==> src/rtl/mips_pkg.sv <==
// mips_pkg
// Shared definitions for the MIPS core pipeline blocks.
//   MIPS_DATA_W / MIPS_ADDR_W / MIPS_REG_W : default datapath, byte address and
//                                           register index widths
//   mem_state_e                           : MEM stage sequencer states
package mips_pkg;

  localparam int MIPS_DATA_W = 32;
  localparam int MIPS_ADDR_W = 32;
  localparam int MIPS_REG_W  = 5;

  typedef enum logic {
    IDLE = 1'b0,
    BUSY = 1'b1
  } mem_state_e;

endpackage

==> src/rtl/mem_stage_ctrl_if.sv <==
// mem_stage_ctrl_if
// Handshaked data-memory bus between the MEM stage controller and data memory.
//   mem_req   : request held high until the access completes
//   mem_we    : 1 = write, 0 = read
//   mem_addr  : word-aligned byte address
//   mem_wdata : store data
//   mem_ack   : one-cycle completion strobe from memory
//   mem_rdata : read data, valid together with mem_ack
// Modports: master (controller side), slave (memory side).
interface mem_stage_ctrl_if
  import mips_pkg::*;
#(
  parameter int ADDR_W = MIPS_ADDR_W,
  parameter int DATA_W = MIPS_DATA_W
);

  logic              mem_req;
  logic              mem_we;
  logic [ADDR_W-1:0] mem_addr;
  logic [DATA_W-1:0] mem_wdata;
  logic              mem_ack;
  logic [DATA_W-1:0] mem_rdata;

  modport master (
    output mem_req, mem_we, mem_addr, mem_wdata,
    input  mem_ack, mem_rdata
  );

  modport slave (
    input  mem_req, mem_we, mem_addr, mem_wdata,
    output mem_ack, mem_rdata
  );

endinterface

==> src/rtl/mem_timeout_cnt.sv <==
// mem_timeout_cnt
// Counts cycles a memory request has waited for its acknowledge.
//   clk, rst_n : clock, asynchronous active-low reset
//   clear      : synchronous clear (priority over enable)
//   enable     : advance the count by one this cycle
//   tc         : count has reached TIMEOUT_CYC-1
module mem_timeout_cnt #(
  parameter int TIMEOUT_CYC = 16
) (
  input  logic clk,
  input  logic rst_n,
  input  logic clear,
  input  logic enable,
  output logic tc
);

  localparam int CNT_W = $clog2(TIMEOUT_CYC);
  localparam logic [CNT_W-1:0] TC_VAL = CNT_W'(TIMEOUT_CYC - 1);

  logic [CNT_W-1:0] count;

  // Saturates at the terminal value so tc can never wrap back to 0.
  always_ff @(posedge clk or negedge rst_n) begin
    if (!rst_n) begin
      count <= '0;
    end else if (clear) begin
      count <= '0;
    end else if (enable && (count != TC_VAL)) begin
      count <= count + CNT_W'(1);
    end
  end

  assign tc = (count == TC_VAL);

endmodule

==> src/rtl/mem_stage_ctrl.sv <==
// mem_stage_ctrl
// MEM pipeline stage controller: issues loads/stores on a handshaked data
// memory, stalls upstream while an access is outstanding and loads MEM/WB.
//   clk, rst_n     : clock, asynchronous active-low reset
//   in_*           : EX/MEM instruction (valid, read, write, reg_write, rd,
//                    ALU result / byte address, store data)
//   stall          : combinational, upstream holds EX/MEM while high
//   mem            : data-memory bus (master modport)
//   wb_*           : MEM/WB valid, write enable, register and data
//   err            : sticky misalignment / conflict / timeout flag
module mem_stage_ctrl
  import mips_pkg::*;
#(
  parameter int DATA_W      = MIPS_DATA_W,
  parameter int ADDR_W      = MIPS_ADDR_W,
  parameter int REG_W       = MIPS_REG_W,
  parameter int TIMEOUT_CYC = 16
) (
  input  logic              clk,
  input  logic              rst_n,
  input  logic              in_valid,
  input  logic              in_mem_read,
  input  logic              in_mem_write,
  input  logic              in_reg_write,
  input  logic [REG_W-1:0]  in_rd,
  input  logic [DATA_W-1:0] in_alu_result,
  input  logic [DATA_W-1:0] in_wdata,
  output logic              stall,
  mem_stage_ctrl_if.master  mem,
  output logic              wb_valid,
  output logic              wb_reg_write,
  output logic [REG_W-1:0]  wb_rd,
  output logic [DATA_W-1:0] wb_data,
  output logic              err
);

  mem_state_e        state;
  logic              is_mem;
  logic              bad;
  logic              busy;
  logic              tc;
  logic              timeout;
  logic              done;
  logic [ADDR_W-1:0] addr_src;

  assign is_mem   = in_mem_read | in_mem_write;
  assign bad      = is_mem & ((in_alu_result[1:0] != 2'b00) | (in_mem_read & in_mem_write));
  assign busy     = (state == BUSY);
  assign timeout  = busy & tc;
  // Ack has priority over timeout, but both end the access this cycle.
  assign done     = busy & (mem.mem_ack | timeout);
  assign stall    = in_valid & is_mem & ~bad & ~done;
  assign addr_src = ADDR_W'(in_alu_result);

  // Counter is held clear while idle, so it starts at 0 on the first request cycle.
  mem_timeout_cnt #(
    .TIMEOUT_CYC (TIMEOUT_CYC)
  ) u_timeout_cnt (
    .clk    (clk),
    .rst_n  (rst_n),
    .clear  (~busy),
    .enable (busy & ~mem.mem_ack),
    .tc     (tc)
  );

  // Write enable is gated along with wb_valid whenever MEM/WB is empty.
  // During BUSY the upstream stage is stalled, so in_rd/in_alu_result still
  // describe the in-flight instruction when the access completes.
  always_ff @(posedge clk or negedge rst_n) begin
    if (!rst_n) begin
      state         <= IDLE;
      mem.mem_req   <= 1'b0;
      mem.mem_we    <= 1'b0;
      mem.mem_addr  <= '0;
      mem.mem_wdata <= '0;
      wb_valid      <= 1'b0;
      wb_reg_write  <= 1'b0;
      wb_rd         <= '0;
      wb_data       <= '0;
      err           <= 1'b0;
    end else begin
      wb_valid     <= 1'b0;
      wb_reg_write <= 1'b0;
      case (state)
        IDLE: begin
          if (in_valid) begin
            if (!is_mem) begin
              wb_valid     <= 1'b1;
              wb_reg_write <= in_reg_write;
              wb_rd        <= in_rd;
              wb_data      <= in_alu_result;
            end else if (bad) begin
              wb_valid <= 1'b1;
              err      <= 1'b1;
            end else begin
              mem.mem_req   <= 1'b1;
              mem.mem_we    <= in_mem_write;
              mem.mem_addr  <= {addr_src[ADDR_W-1:2], 2'b00};
              mem.mem_wdata <= in_wdata;
              state         <= BUSY;
            end
          end
        end
        BUSY: begin
          if (mem.mem_ack) begin
            mem.mem_req  <= 1'b0;
            wb_valid     <= 1'b1;
            wb_reg_write <= in_reg_write;
            wb_rd        <= in_rd;
            wb_data      <= mem.mem_we ? in_alu_result : mem.mem_rdata;
            state        <= IDLE;
          end else if (timeout) begin
            mem.mem_req <= 1'b0;
            wb_valid    <= 1'b1;
            err         <= 1'b1;
            state       <= IDLE;
          end
        end
        default: state <= IDLE;
      endcase
    end
  end

endmodule
==> src/flat_wrapper.sv <==
// flat-port wrapper written by rule: the top's interface ports become plain ports
module mem_stage_ctrl_flat import mips_pkg::*;
#(
  parameter int DATA_W      = MIPS_DATA_W,
  parameter int ADDR_W      = MIPS_ADDR_W,
  parameter int REG_W       = MIPS_REG_W,
  parameter int TIMEOUT_CYC = 16
)
  (clk, rst_n, in_valid, in_mem_read, in_mem_write, in_reg_write, in_rd, in_alu_result, in_wdata, stall, wb_valid, wb_reg_write, wb_rd, wb_data, err, mem_mem_req, mem_mem_we, mem_mem_addr, mem_mem_wdata, mem_mem_ack, mem_mem_rdata);
  mem_stage_ctrl_if #(.ADDR_W(ADDR_W), .DATA_W(DATA_W)) mem_i ();
  input  logic clk;
  input  logic rst_n;
  input  logic in_valid;
  input  logic in_mem_read;
  input  logic in_mem_write;
  input  logic in_reg_write;
  input  logic [REG_W-1:0] in_rd;
  input  logic [DATA_W-1:0] in_alu_result;
  input  logic [DATA_W-1:0] in_wdata;
  output logic stall;
  output logic wb_valid;
  output logic wb_reg_write;
  output logic [REG_W-1:0] wb_rd;
  output logic [DATA_W-1:0] wb_data;
  output logic err;
  output wire logic [$bits(mem_i.mem_req)-1:0] mem_mem_req;
  output wire logic [$bits(mem_i.mem_we)-1:0] mem_mem_we;
  output wire logic [$bits(mem_i.mem_addr)-1:0] mem_mem_addr;
  output wire logic [$bits(mem_i.mem_wdata)-1:0] mem_mem_wdata;
  input wire logic [$bits(mem_i.mem_ack)-1:0] mem_mem_ack;
  input wire logic [$bits(mem_i.mem_rdata)-1:0] mem_mem_rdata;
  assign mem_mem_req = mem_i.mem_req;
  assign mem_mem_we = mem_i.mem_we;
  assign mem_mem_addr = mem_i.mem_addr;
  assign mem_mem_wdata = mem_i.mem_wdata;
  assign mem_i.mem_ack = mem_mem_ack;
  assign mem_i.mem_rdata = mem_mem_rdata;
  mem_stage_ctrl #(.DATA_W(DATA_W), .ADDR_W(ADDR_W), .REG_W(REG_W), .TIMEOUT_CYC(TIMEOUT_CYC)) u_core (.clk(clk), .rst_n(rst_n), .in_valid(in_valid), .in_mem_read(in_mem_read), .in_mem_write(in_mem_write), .in_reg_write(in_reg_write), .in_rd(in_rd), .in_alu_result(in_alu_result), .in_wdata(in_wdata), .stall(stall), .mem(mem_i), .wb_valid(wb_valid), .wb_reg_write(wb_reg_write), .wb_rd(wb_rd), .wb_data(wb_data), .err(err));
endmodule
==> config.mk <==
export PLATFORM = sky130hd
export DESIGN_NAME = mem_stage_ctrl_flat
export DESIGN_NICKNAME = d
export VERILOG_FILES = /design/src/rtl/mips_pkg.sv /design/src/rtl/mem_stage_ctrl_if.sv /design/src/rtl/mem_timeout_cnt.sv /design/src/rtl/mem_stage_ctrl.sv /design/src/flat_wrapper.sv
export SDC_FILE = /design/constraint.sdc
export NUM_CORES = 1
export LEC_CHECK = 0
export BUFFER_PORTS_ARGS = -buffer_cell sky130_fd_sc_hd__buf_2
export CORE_UTILIZATION = 50
export DETAILED_ROUTE_END_ITERATION = 6
export PLACE_DENSITY = 0.86
export SETUP_SLACK_MARGIN = 0.2
export SLEW_MARGIN = 0
export SYNTH_ARGS = -nofsm -noshare
export SYNTH_HDL_FRONTEND = slang
export SYNTH_SLANG_ARGS = --single-unit
==> constraint.sdc <==
create_clock -name clk -period 2.8 [get_ports clk]
set_clock_uncertainty 0.15 [all_clocks]
set_input_delay 0.28 -clock clk [delete_from_list [all_inputs] [get_ports clk]]
set_output_delay 0.28 -clock clk [all_outputs]
set_load 0.03 [all_outputs]
==> out/qor.yml, run 1 <==
detailed_routing:
  drtPass1Iterations: 4
  vias: 3298
  finalWirelength_um: 10900
  ant_nets: 0
  wire_per_inst_um: 16.5
  drt_iter0_drc: 70
  drc: 0
  via_per_inst: 4.98
layout:
  fin_util_pct: 71.5
  drive_gt1_share_pct: 65.7
  final_cell_mix: "buf_2 (211), dfrtp_1 (109), mux2_2 (79)"
  fin_nets: 656
  diodes: 0
  final_cell_area_um2: 6580
  final_common_cell: "buf_2"
  syn2layout_area_growth_pct: 38.6
global_route:
  antenna_found_initial: 0
  grt_use_met1_pct: 25.1
  grt_max_degree: 58
  grt_use_met2_pct: 39.9
  met3_usage_pct: 5.76
  grtUsageTotal_pct: 21.8
  grt_pass1_vias: 3522
  busiest_layer: "met2"
  gr-total-overflow: 0
  grt_pass1_wl_um: 16700
synthesis:
  synth_area_leader_cell: "dfrtp_1"
  syn_area_um2: 4750
  yosysSeqAreaShare_pct: 57.5
  synth_top_area_share_pct: 57.5
  synth_cell_types: 31
  ys_ff_latch: 109
  avgSynthCellArea_um2: 16.1
  netlist_instances: 294
  synthTopCellsByArea: "dfrtp_1 (57%), mux2_2 (19%), mux2_4 (15%)"
  synth_warnings: 0
pwr:
  cellPowerDensity_nw_per_um2: 805
  power_frac_comb_pct: 39.3
  peakVddDrop_mv: 0.499
  leakagePower_nw: 3.39
  p_sw_mw: 1.96
  swShare_pct: 37.1
  fin_total_pwr_mw: 5.30
  p_seq_share_pct: 41.5
  internal_power_mw: 3.33
  clkPwrFrac_pct: 19.2
worst_setup_path:
  path_class: "flop to primary output"
  arrival_ps: 1990
  critPathMaxFanout: 6
  end_kind: "primary output"
  worstPathRequired_ps: 2370
  startpoint_type: "flop"
placement:
  portBuffers: 212
  place_hpwl_um: 7540
  gp_congestion: 0.778
  dp_slack_ps: 724
  place_area_um2: 5940
timing:
  worst_slack_ps: 382
  fin_crit_sh_pct: 86.4
  period_needed_ps: 2420
  max-slew-margin-rel_pct: 54.8
  tightest_slew_ps: 678
  slew_violations: 0
  timing_hold_violations_final: 0
  rsz0062_at_grt: "no"
  tns_ps: 0
  fmax_ghz: 0.414
  final-setup-viol-count: 0
die:
  initial_core_util_pct: 51.6
  die_x_um: 99.4
  die_area_um2: 9890
  die_y_um: 99.4
  design.core.area_um2: 9200
  io_pins: 215
  rows: 35
cts:
  clockRootBuffer: "clkbuf_8"
  cts.reportedPaths.clkPinSlew_ps: 100
  clock_latency_ps: 350
  cts-root-to-sink-buffers: 2
  h-tree-depth: 3
  cts.sinks: 109
  postCtsSetupRepairBufs: 0
  numCtsBuffers: 9
  cts_tree: "built"
outcome:
  outcome: "finished clean"
job:
  drv_cap: 0
min_path:
  hold_path.class: "primary input to flop"
worst paths after layout:
kind	from	endpoint	slack, ps	cells past startpoint
hold reg to reg	u_core.mem.mem_req$_DFFE_PN0P_	u_core.mem.mem_req$_DFFE_PN0P_	340	1
setup / recovery	u_core.u_timeout_cnt.count[0]$_DFFE_PN0P_	stall	380	5
min in group asynchronous	rst_n	u_core.mem.mem_wdata[13]$_DFFE_PN0P_	350	2
hold / removal	in_alu_result[13]	u_core.mem.mem_addr[13]$_DFFE_PN0P_	20	2
max in group asynchronous	rst_n	u_core.wb_data[25]$_DFFE_PN0P_	1400	3
setup reg to reg	u_core.busy$_DFF_PN0_	u_core.mem.mem_addr[10]$_DFFE_PN0P_	690	4
Yosys cell counts:
cell type,instances
or4_4,1
a31oi_1,1
xor2_1,1
nand2_1,5
ha_1,1
inv_1,1
mux2_2,79
o21ai_0,3
and2_1,2
o22a_1,1
mux2i_1,1
xnor2_1,1
dfrtp_1,109
and4b_1,1
a21bo_2,1
conb_1,1
clkbuf_1,6
nor3b_1,1
nand2b_1,4
mux2_1,5
buf_4,2
buf_6,6
nor4bb_1,1
a21oi_1,3
mux2_4,48
nand4_1,1
nand3_1,1
o31ai_1,1
nor3_1,1
buf_2,4
and3_1,1
registers in the layout (all words and copies together) (netlist names), 4 cells and up:
signal                      flops
u_core.wb_data                 32
u_core.wb_rd                    5
u_core.mem.mem_wdata           32
u_core.u_timeout_cnt.count      4
u_core.mem.mem_addr            30
layout make-up:
type                       instances  area (um2)
clock buffer                      11         141
clock inverter                     4        72.6
fill                             623        2620
inverter                           1        3.75
multi-input combinational        167        1910
sequential                       109        2730
tap                              111         139
timing repair buffer             259        1580
power by group through the flow:
stage | sequential, mW | combinational [mW] | clock [mW]
3_3_place_gp | 2.19 | 2.00 | 0
4_1_cts | 2.20 | 2.08 | 1.05
2_1_floorplan | 3.02 | 0.571 | 0
3_5_place_dp | 2.22 | 2.05 | 0
5_1_grt | 2.25 | 2.19 | 1.12
6_report | 2.20 | 2.08 | 1.01
through the flow:
stage,hold slack (ps),instances
3_5_place_dp,209,605
5_1_grt,0.402,662
2_1_floorplan,-166,295
4_1_cts,0.0177,650
3_3_place_gp,197,605
6_report,17.7,662
cell families after synthesis:
family          Yosys count  synth area share (%)
other cells               1                0.0790
compound gates           10                  1.32
xor+xnor                  2                 0.369
simple gates             19                  2.48
flops                   109                  57.5
fa+ha+maj                 1                 0.264
buf+inv                  19                  2.71
mux                     133                  35.3
worst max-delay path, stage by stage, from the launching register on:
cell and delay [ps]:
dfrtp_1 420, ha_1 250, a31oi_1 380, nand2b_1 220, and3_1 170, buf_2 190
timing repair:
action	CTS	global route
resized for setup	0	0
hold endpoints to repair	81	12
hold buffers	30	12
routing by layer:
| layer | part of all wire (%) | vias up |
|---|---|---|
| met5 | 0 | - |
| met4 | 1.3 | 0 |
| met3 | 6.1 | 12 |
| met2 | 53 | 136 |
| met1 | 39 | 1603 |
| li1 | - | 1547 |
No activity file was read; power rests on OpenSTA's default activity.
==> run 2: changes to the inputs <==
CELL_PAD_IN_SITES_DETAIL_PLACEMENT = 0   (was unset)
CELL_PAD_IN_SITES_GLOBAL_PLACEMENT = 2   (was unset)
CORE_UTILIZATION = 33   (was 50)
HOLD_SLACK_MARGIN = 0.12   (was unset)
PLACE_DENSITY = 0.87   (was 0.86)
==> run 2 against run 1 <==
Net effect: combinational power hardly changed; die area increased by 50%; core utilization down 21 points; sequential share of layout area down 2.8 points; worst hold slack improved by 120 ps; largest cell class unchanged; flip-flop and latch count did not move; critical path type unchanged; highest routed layer unchanged; largest power group unchanged; register-to-register slack worse by 30 ps; global-route usage is 6.4 points lower; power increased by 4.2%; clock-buffer cell count did not move.
==> out/qor.yml, run 2 (synthesis results as in run 1) <==
timing:
  tightest_slew_ps: 595  # was 678 ps
  rsz0062_at_grt: "no"  # unchanged
  final-setup-viol-count: 0  # unchanged
  worst_slack_ps: 418  # was 382 ps
  period_needed_ps: 2380  # was 2420 ps
  fin_crit_sh_pct: 85.1  # was 86.4%
  hold_slack_ps: 139  # was 17.7 ps
  max-slew-margin-rel_pct: 60.3  # was 54.8%
  timing_hold_violations_final: 0  # unchanged
  slew_violations: 0  # unchanged
  tns_ps: 0  # unchanged
  fmax_ghz: 0.420  # was 0.414 GHz
worst_setup_path:
  path_class: "flop to primary output"  # unchanged
  end_kind: "primary output"  # unchanged
  critPathMaxFanout: 6  # unchanged
  arrival_ps: 1950  # was 1990 ps
  worstPathRequired_ps: 2370  # about the same
  startpoint_type: "flop"  # unchanged
layout:
  stdcell_count: 765  # was 662
  final_common_cell: "buf_2"  # unchanged
  reg_top3: "u_core.mem.mem_wdata (32), u_core.wb_data (32), u_core.mem.mem_addr (30)"  # unchanged
  seqCellArea_um2: 2730  # unchanged
  final_cell_area_um2: 7050  # was 6580 um2
  final_cell_mix: "buf_2 (211), dfrtp_1 (109), mux2_2 (79)"  # unchanged
  fill_cells: 1207  # was 623
  drive_gt1_share_pct: 62.1  # was 65.7%
  syn2layout_area_growth_pct: 48.6  # was 38.6%
  multi_input_area_um2: 1910  # unchanged
  fin_util_pct: 50.6  # was 71.5%
  diodes: 0  # unchanged
  fin_nets: 689  # was 656
die:
  die_x_um: 122  # was 99.4 um
  die_area_um2: 14900  # was 9890 um2
  die_y_um: 122  # was 99.4 um
  initial_core_util_pct: 34.1  # was 51.6%
  io_pins: 215  # unchanged
  rows: 43  # was 35
  design.core.area_um2: 13900  # was 9200 um2
cts:
  cts.sinks: 109  # unchanged
  clockRootBuffer: "clkbuf_16"  # was clkbuf_8
  cts_tree: "built"  # unchanged
  clock_latency_ps: 340  # was 350 ps
  numCtsBuffers: 9  # unchanged
  postCtsSetupRepairBufs: 0  # unchanged
  cts-root-to-sink-buffers: 2  # unchanged
  h-tree-depth: 3  # unchanged
  cts.reportedPaths.clkPinSlew_ps: 70  # was 100 ps
placement:
  gp_congestion: 0.703  # was 0.778
  dp_slack_ps: 662  # was 724 ps
  place_hpwl_um: 7590  # was 7540 um
  place_area_um2: 6020  # was 5940 um2
  portBuffers: 212  # unchanged
  dp_cells: 674  # was 605
global_route:
  grt_pass1_vias: 3626  # was 3522
  grt_max_degree: 66  # was 58
  grt_pass1_wl_um: 17600  # was 16700 um
  gr-total-overflow: 0  # unchanged
  antenna_found_initial: 0  # unchanged
  grtUsageTotal_pct: 15.4  # was 21.8%
detailed_routing:
  drc: 0  # unchanged
  drtPass1Iterations: 4  # unchanged
  drt_iter0_drc: 74  # was 70
  wire_per_inst_um: 14.9  # was 16.5 um
  vias: 3429  # was 3298
  ant_nets: 0  # unchanged
  finalWirelength_um: 11400  # was 10900 um
  via_per_inst: 4.48  # was 4.98
pwr:
  leakagePower_nw: 3.55  # was 3.39 nW
  peakVddDrop_mv: 0.331  # was 0.499 mV
  cellPowerDensity_nw_per_um2: 782  # was 805 nW/um2
  fin_total_pwr_mw: 5.52  # was 5.30 mW
job:
  drv_cap: 0  # unchanged
outcome:
  outcome: "finished clean"  # unchanged
min_path:
  hold_path.class: "primary input to flop"  # unchanged
## run 2: metal layers
metal	track usage (%)	vias to the layer above	wire [um]
met1	18.0	1663	4800
met2	26.2	134	5580
li1	-	1616	-
met5	0	-	0
met3	4.07	16	797
met4	6.87	0	208
## run 2: path summary, 6_finish.rpt
kind,from,to,slack [ps],depth (start not counted)
min,mem_mem_rdata[25],u_core.wb_data[25]$_DFFE_PN0P_,140,3
min reg2reg,u_core.mem.mem_req$_DFFE_PN0P_,u_core.mem.mem_req$_DFFE_PN0P_,340,1
max in group asynchronous,rst_n,u_core.mem.mem_wdata[31]$_DFFE_PN0P_,1460,3
max,u_core.u_timeout_cnt.count[0]$_DFFE_PN0P_,stall,420,5
min in group asynchronous,rst_n,u_core.wb_reg_write$_DFF_PN0_,250,2
max reg2reg,u_core.busy$_DFF_PN0_,u_core.mem.mem_addr[10]$_DFFE_PN0P_,660,4
## run 2: critical path, stage by stage (launching register included)
cell	delay, ps
dfrtp_1	410
ha_1	240
a31oi_1	370
nand2b_1	220
and3_1	170
buf_2	190
## run 2: power breakdown
part           internal, mW  switching, mW  leakage [nW]
Clock                 0.638          0.579         0.137
Combinational         0.861           1.25          2.11
Sequential             1.98          0.212          1.31
Total                  3.48           2.04          3.55
## run 2: what timing repair did
item                                    in CTS  in global routing
hold endpoints to repair                   137                  0
endpoints found under the setup margin       0                  0
gates resized for setup                      0                  0
hold buffers                                75                  0
## run 2: area by class of cell
class | instances | share of cell area, %
flip-flops and latches | 109 | 38.7
inverters | 1 | 0.0532
well taps | 180 | 3.19
multi-input cells | 167 | 27.1
repair buffers | 292 | 27.0
clock buffers | 11 | 3.44
clock inverters | 5 | 0.603
==> run 3: changes to the inputs <==
RECOVER_POWER = 100   (was unset)
==> run 3 against run 2 <==
Net effect: critical path depth stayed put; non-clock buffer count stayed put; core utilization is 2.5 points lower; sequential share of layout area grew 2.0 points; register-to-register slack worse by 320 ps; final cell count did not move; combinational power fell by 13%; fmax down 4.6%; die area stayed put; design area down 5.0%; critical path type unchanged; critical endpoint unchanged.
==> out/qor.yml, run 3 (synthesis results as in run 1) <==
worst_setup_path:
  worst_path_max_delay_cell: "dfrtp_1"  # unchanged
  rrSetupSlack_ps: 340  # was 660 ps
  path_class: "flop to primary output"  # unchanged
  r2r_end: "u_core.wb_data[27]$_DFFE_PN0P_"  # was u_core.mem.mem_addr[10]$_DFFE_PN0P_
  worst_r2r_startpoint: "u_core.busy$_DFF_PN0_"  # unchanged
  startpoint_type: "flop"  # unchanged
  end_kind: "primary output"  # unchanged
  cpPeakStageDelay_ps: 410  # about the same
  arrival_ps: 2070  # was 1950 ps
  critPathMaxFanout: 6  # unchanged
  worstPathRequired_ps: 2370  # about the same
  cp_cell_sequence: "ha_1, a31oi_1, nand2b_1, and3_1, clkbuf_1"  # was ha_1, a31oi_1, nand2b_1, and3_1, buf_2
  rr_worst_depth: 4  # unchanged
cts:
  postCtsSetupRepairBufs: 0  # unchanged
  h-tree-depth: 3  # unchanged
  clockRootBuffer: "clkbuf_16"  # unchanged
  cts.sinks: 109  # unchanged
  cts_tree: "built"  # unchanged
  clock_latency_ps: 340  # about the same
  cts.reportedPaths.clkPinSlew_ps: 70  # about the same
  post_cts_resized: 0  # unchanged
  cts-root-to-sink-buffers: 2  # unchanged
  numCtsBuffers: 9  # unchanged
die:
  design.core.area_um2: 13900  # unchanged
  io_pins: 215  # unchanged
  die_y_um: 122  # unchanged
  rows: 43  # unchanged
  die_x_um: 122  # unchanged
  die_area_um2: 14900  # unchanged
  initial_core_util_pct: 34.1  # unchanged
global_route:
  grt_pass1_vias: 3626  # unchanged
  grt_pass1_wl_um: 17600  # unchanged
  antenna_found_initial: 0  # unchanged
  grtUsageTotal_pct: 15.4  # unchanged
  grt_max_degree: 66  # unchanged
  gr-total-overflow: 0  # unchanged
detailed_routing:
  finalWirelength_um: 11500  # was 11400 um
  drc: 0  # unchanged
  drt_iter0_drc: 67  # was 74
  via_per_inst: 4.44  # was 4.48
  wire_per_inst_um: 15.0  # was 14.9 um
  ant_nets: 0  # unchanged
  drtPass1Iterations: 3  # was 4
  vias: 3396  # was 3429
placement:
  gp_congestion: 0.703  # unchanged
  dp_slack_ps: 662  # unchanged
  place_hpwl_um: 7590  # unchanged
  portBuffers: 212  # unchanged
pwr:
  clkPwrFrac_pct: 23.2  # was 22.1%
  leakagePower_nw: 2.99  # was 3.55 nW
  peakVddDrop_mv: 0.326  # was 0.331 mV
  cellPowerDensity_nw_per_um2: 784  # was 782 nW/um2
  swShare_pct: 38.9  # was 37.0%
  power_frac_comb_pct: 35.0  # was 38.2%
  internal_power_mw: 3.21  # was 3.48 mW
  p_seq_share_pct: 41.8  # was 39.7%
  p_sw_mw: 2.04  # about the same
timing:
  slew_violations: 0  # unchanged
  worst_slack_ps: 304  # was 418 ps
  final-setup-viol-count: 0  # unchanged
  period_needed_ps: 2500  # was 2380 ps
  timing_hold_violations_final: 0  # unchanged
  rsz0062_at_grt: "no"  # unchanged
  hold_slack_ps: 140  # was 139 ps
  max-slew-margin-rel_pct: 19.2  # was 60.3%
  tns_ps: 0  # unchanged
  fmax_ghz: 0.401  # was 0.420 GHz
  fin_crit_sh_pct: 89.1  # was 85.1%
  tightest_slew_ps: 1210  # was 595 ps
outcome:
  outcome: "finished clean"  # unchanged
min_path:
  min-delay-start: "mem_mem_rdata[25]"  # unchanged
  hold_end: "u_core.wb_data[25]$_DFFE_PN0P_"  # unchanged
  hold_path.class: "primary input to flop"  # unchanged
  worstHoldPathCells: 3  # unchanged
layout:
  syn2layout_area_growth_pct: 41.2  # was 48.6%
  drive_gt1_share_pct: 35.2  # was 62.1%
  final_common_cell: "dfrtp_1"  # was buf_2
  final_cell_mix: "dfrtp_1 (109), clkbuf_1 (107), buf_2 (105)"  # was buf_2 (211), dfrtp_1 (109), mux2_2 (79)
  fin_nets: 689  # unchanged
  reg_top3: "u_core.mem.mem_wdata (32), u_core.wb_data (32), u_core.mem.mem_addr (30)"  # unchanged
  fin_util_pct: 48.1  # was 50.6%
  fill_cells: 1321  # was 1207
  diodes: 0  # unchanged
job:
  drv_cap: 0  # unchanged
run 3: cell count changes in the layout (fill, tap and decap cells not counted), sizes merged:
cell	before	now
clkbuf	11	119
buf	217	109
run 3: how the worst max path moves through the flow:
stage,from,end
after floorplan,u_core.mem.mem_we$_DFFE_PN0P_,u_core.wb_data[0]$_DFFE_PN0P_
after global placement,u_core.busy$_DFF_PN0_,u_core.wb_data[28]$_DFFE_PN0P_
after detailed placement,u_core.busy$_DFF_PN0_,u_core.mem.mem_addr[10]$_DFFE_PN0P_
final,u_core.u_timeout_cnt.count[0]$_DFFE_PN0P_,stall
after global routing,u_core.busy$_DFF_PN0_,u_core.wb_data[30]$_DFFE_PN0P_
after CTS,u_core.u_timeout_cnt.count[0]$_DFFE_PN0P_,stall
run 3: critical path: cells and delay by family (launching register included):
kind	cells	cell delay, ps
AOI/OAI and AO/OA	1	370
adders and majority gates	1	240
buffers and inverters	1	310
DFF	1	410
and+or+nand+nor	2	390
run 3: power by group through the flow:
stage	combinational, mW	sequential, mW	clock (mW)
CTS	2.12	2.19	1.27
global placement	2.02	2.20	0
detailed placement	2.04	2.21	0
global route	1.95	2.25	1.33
floorplan	0.571	3.02	0
finish	1.84	2.19	1.22
run 3: area by class of cell:
cell class,instances,area [um2],share of cell area [%]
repair buffers,292,1750,26.1
well taps,180,225,3.36
multi-input cells,167,1710,25.5
clock buffers,11,243,3.62
flip-flops and latches,109,2730,40.7
inverters,1,3.75,0.0560
clock inverters,5,42.5,0.635
run 3: routing by layer:
| layer | track usage (%) | part of all wire (%) | vias to the layer above | wire [um] |
|---|---|---|---|---|
| met4 | 6.87 | 1.8 | 0 | 208 |
| met1 | 18.0 | 43 | 1632 | 4940 |
| met3 | 4.07 | 6.8 | 16 | 783 |
| li1 | - | - | 1612 | - |
| met5 | 0 | 0 | - | 0 |
| met2 | 26.2 | 48 | 136 | 5530 |
run 3: stage by stage:
stage | power (mW) | area, um2 | cells
global placement | 4.22 | 6020 | 674
detailed placement | 4.25 | 6020 | 674
CTS | 5.58 | 7050 | 765
global route | 5.53 | 6700 | 765
floorplan | 3.59 | 4750 | 295
finish | 5.25 | 6700 | 765
run 3: repair_timing:
action / in CTS / in global routing
endpoints found under the hold margin: 137 / 0
hold buffers: 75 / 0
endpoints found under the setup margin: 0 / 0
